<file path="src/rtl/csr_sched.sv">
// In-order two-entry CSR op scheduler: holds ops from rename, issues the head
// once it reaches the ROB head, and waits for the CSR unit response before popping.
module csr_sched #(
  parameter int DEPTH = 2
) (
  input  logic        clk,
  input  logic        rst,
  input  logic        rename_csr_valid,
  input  logic [4:0]  rename_op,
  input  logic [7:0]  rename_robid,
  input  logic [5:0]  rename_rd,
  input  logic [31:0] rename_op1,
  input  logic [31:0] rename_op2,
  output logic        csr_sched_stall,
  input  logic [7:0]  rob_head_robid,
  input  logic        rob_flush,
  output logic        sched_csr_write,
  output logic [4:0]  sched_op,
  output logic [7:0]  sched_robid,
  output logic [5:0]  sched_rd,
  output logic [31:0] sched_op1,
  output logic [31:0] sched_op2,
  input  logic        csr_valid,
  input  logic [7:0]  csr_robid
);

  typedef enum logic [1:0] {
    IDLE  = 2'd0,
    WAIT  = 2'd1,
    ISSUE = 2'd2,
    RESP  = 2'd3
  } state_t;

  state_t      state_q, state_d;
  logic [1:0]  count_q, count_d;
  logic        head_q, head_d;
  logic        tail_q, tail_d;

  logic [4:0]  op_q    [DEPTH];
  logic [7:0]  robid_q [DEPTH];
  logic [5:0]  rd_q    [DEPTH];
  logic [31:0] op1_q   [DEPTH];
  logic [31:0] op2_q   [DEPTH];

  logic full, enq, pop, head_match;

  assign full       = (count_q == 2'd2);
  assign enq        = rename_csr_valid && !full && !rob_flush;
  assign head_match = (robid_q[head_q] == rob_head_robid);
  assign pop        = (state_q == RESP) && csr_valid && (csr_robid == robid_q[head_q]);

  assign csr_sched_stall = full && !rst;
  assign sched_csr_write = (state_q == ISSUE) && !rob_flush && !rst;

  assign sched_op    = op_q[head_q];
  assign sched_robid = robid_q[head_q];
  assign sched_rd    = rd_q[head_q];
  assign sched_op1   = op1_q[head_q];
  assign sched_op2   = op2_q[head_q];

  always_comb begin
    state_d = state_q;
    count_d = count_q;
    head_d  = head_q;
    tail_d  = tail_q;

    if (enq) tail_d = ~tail_q;
    if (pop) head_d = ~head_q;

    case ({enq, pop})
      2'b10:   count_d = count_q + 2'd1;
      2'b01:   count_d = count_q - 2'd1;
      default: count_d = count_q;
    endcase

    case (state_q)
      IDLE:    if (enq) state_d = WAIT;
      WAIT:    if (head_match) state_d = ISSUE;
      ISSUE:   state_d = RESP;
      RESP:    if (pop) state_d = (count_d != 2'd0) ? WAIT : IDLE;
      default: state_d = IDLE;
    endcase

    // Flush wins over any same-cycle enqueue, match or response.
    if (rob_flush) begin
      state_d = IDLE;
      count_d = '0;
      head_d  = '0;
      tail_d  = '0;
    end
  end

  always_ff @(posedge clk) begin
    if (rst) begin
      state_q <= IDLE;
      count_q <= '0;
      head_q  <= '0;
      tail_q  <= '0;
    end else begin
      state_q <= state_d;
      count_q <= count_d;
      head_q  <= head_d;
      tail_q  <= tail_d;
    end
  end

  always_ff @(posedge clk) begin
    if (enq) begin
      op_q[tail_q]    <= rename_op;
      robid_q[tail_q] <= rename_robid;
      rd_q[tail_q]    <= rename_rd;
      op1_q[tail_q]   <= rename_op1;
      op2_q[tail_q]   <= rename_op2;
    end
  end

endmodule

</file>
<file path="config.mk">
export PLATFORM = sky130hd
export DESIGN_NAME = csr_sched
export DESIGN_NICKNAME = d
export VERILOG_FILES = /design/src/rtl/csr_sched.sv
export SDC_FILE = /design/constraint.sdc
export NUM_CORES = 1
export LEC_CHECK = 0
export CAP_MARGIN = 25
export CORE_ASPECT_RATIO = 1.1
export CORE_MARGIN = 5
export CORE_UTILIZATION = 23
export DETAILED_ROUTE_END_ITERATION = 10
export DONT_BUFFER_PORTS = 1
export GPL_ROUTABILITY_DRIVEN = 0
export PLACE_DENSITY = 0.37
export SLEW_MARGIN = 20
export SYNTH_ARGS = -nofsm -noshare
export SYNTH_HDL_FRONTEND = slang
export SYNTH_SLANG_ARGS = --single-unit
</file>
<file path="constraint.sdc">
create_clock -name clk -period 6.1 [get_ports clk]
set_input_delay 0.915 -clock clk [delete_from_list [all_inputs] [get_ports clk]]
set_output_delay 0.915 -clock clk [all_outputs]
set_load 0.03 [all_outputs]
</file>
==> impl_metrics.toml <==
[clock_tree]
cts_setup_buffers = 0
hold_buffers = 0
path_clk_slew_ps = 70
ctsResizeCount = 0
cts_tree = "done"
cts_root_buf = "clkbuf_16"
cts_max_path_buffers = 2
clock_latency_ps = 420
clock_sinks = 173
cts_made_buffers = 17
htree_levels = 4

[cells_and_area]
final_common_cell = "edfxtp_1"
mostFrequentLayoutCells = "edfxtp_1 (166), mux2_2 (44), mux2_1 (31)"
diodes = 0
layout.nets = 461
drive_above_1_share_pct = 24.0
fillers = 2887
area_growth_pct = 15.5
stdcell_count = 731
finish.utilization_pct = 26.8

[sta]
rsz0062_at_grt = "no"
slew_viol_final = 0
fin_crit_ps = 3380
setup_viol_count_final = 0
tightest_slew_ps = 791
finClkSkew_ps = 12.3
slew_headroom_pct = 47.2
fin_tns_setup_ps = 0
fmax_ghz = 0.296
hold_ws_ps = 497
finalCritPeriodShare_pct = 55.4
hold_viol_final = 0

[detailed_routing]
wirelength_um = 13700
wl_per_cell_um = 18.8
drc = 0
drt-initial-drc-count = 130
drt.antenna.violating_nets = 0
drtPass1Iterations = 4
vias = 2922
vias_per_cell = 4.00

[critical_path]
end_kind = "output pin"
arrival_ps = 2460
crit_path_max_incr_delay_ps = 820
path_class = "reg2out"
cp.required_ps = 5180
crit_cells = 2
crit_family = "flip-flops"
reg2reg_depth = 12
critPathSlowestCell = "dfxtp_4"
path_max_fanout = 48
crit_chain = "buf_4 > mux2_1"
start_kind = "flip-flop"
cp_num_buf_inv = 1

[yosys]
netlist_area_um2 = 6640
yosysWarnings = 0
ys_seq_area_share_pct = 77.2
synth_cells = 336
ys_ff_latch = 173
synth.avg_cell_area_um2 = 19.8
synth.distinct_cells = 30
syn_nets = 446

[floorplanning]
core_area_um2 = 28600
die_area_um2 = 32400
pin_count = 189
initial_core_util_pct = 23.2
placementRows = 65
die-width_um = 172
fp.dieH_um = 188

[placed_design]
port_buffers = 0
place_hpwl_um = 9140
placed_cells = 700

[run]
drv_cap = 0

[power_and_ir_drop]
powerDensity_nw_per_um2 = 327
irDropWorstVdd_mv = 0.136
power_leakage_uw = 0.00238

[global_routing]
grt_pass1_wl_um = 20300
antenna_found_initial = 0
grt_pass1_vias = 3263
grt_max_degree = 51
grt_overflow = 0
track_usage_pct = 8.56

[outcome]
status = "completed"

[worst_hold_path]
hold_path_class = "reg2reg"
min_path_cells = 2
==> power by group <==
group / internal (uW) / leakage [uW] / switching [uW]
registers: 1340 / 0.00158 / 7.15
clock network: 600 / 0.000268 / 446
logic: 28.9 / 0.000528 / 86.5
total: 1970 / 0.00238 / 540
==> cells in the mapped netlist (all sizes together) <==
cell     number  area (um^2)
edfxtp      166         4980
mux2         75          845
xnor2        18          158
inv          12         45.0
mux2i        10          136
buf           7         33.8
dfxtp         7          140
ha            6         75.1
nor2          5         18.8
nor3          5         25.0
nor4          4         31.3
nand2         3         11.3
clkbuf        2         7.51
nand3b        2         15.0
nor2b         2         12.5
o21ai         2         10.0
xor2          2         17.5
a21boi        1         7.51
a21oi         1         5.00
a221oi        1         26.3
and2          1         6.26
and3          1         6.26
nand2b        1         6.26
nand3         1         10.0
o2111ai       1         8.76
==> registers in the layout, indices dropped and copies added, names as in the netlist, named ones only <==
name	cells
tail_q	1
rd_q	12
op_q	10
head_q	1
robid_q	16
op1_q	64
op2_q	64
state_q	2
count_q	2
==> worst reg2reg max path: cells and delay by family, from the launching register on <==
family | cells | cell delay, ps
AO/OA/AOI/OAI | 4 | 510
XOR/XNOR | 1 | 100
adder cells (fa/ha/maj) | 1 | 250
buffers and inverters | 1 | 90
flip-flops | 1 | 820
multiplexers | 2 | 510
AND/OR/NAND/NOR | 3 | 750
==> metrics by stage <==
step	power, uW	cell area, um^2	worst slack (ps)
2_1_floorplan	1470	6640	853
3_3_place_gp	1490	7120	2850
3_5_place_dp	1490	7120	2840
4_1_cts	2560	7670	2630
5_1_grt	2620	7670	2550
6_report	2510	7670	2720
==> metal layers <==
layer  GRT usage, %  wire length [um]  vias up
met5              0                 0        -
met4           3.54               111        0
met3           5.16              1670        7
met2           13.4              6750      117
met1           9.39              5190     1484
li1               -                 -     1314
==> worst paths after layout <==
path / start / end / slack, ps
min reg2reg: state_q[1] / state_q[1] / 500
min: state_q[1] / state_q[1] / 500
max reg2reg: flip-flop / state_q[0] / 2940
max: flip-flop / sched_op1[31] / 2720
==> cell type report <==
class / count / area, um^2 / share of cell area, %
inverter: 12 / 45.0 / 0.587
sequential: 173 / 5130 / 66.8
timing repair buffer: 5 / 37.5 / 0.489
clock buffer: 20 / 437 / 5.69
tap: 368 / 460 / 6.00
multi-input combinational: 142 / 1450 / 18.8
clock inverter: 11 / 120 / 1.57
==> kinds of logic after synthesis <==
kind of cell	Yosys count	synth area share [%]
adder cells (fa/ha/maj)	6	1.13
AO/OA/AOI/OAI	6	0.867
XOR/XNOR	20	2.64
multiplexers	85	14.8
flip-flops	173	77.2
buffers and inverters	21	1.30
AND/OR/NAND/NOR	25	2.15
No activity file was read; power rests on OpenSTA's default activity.
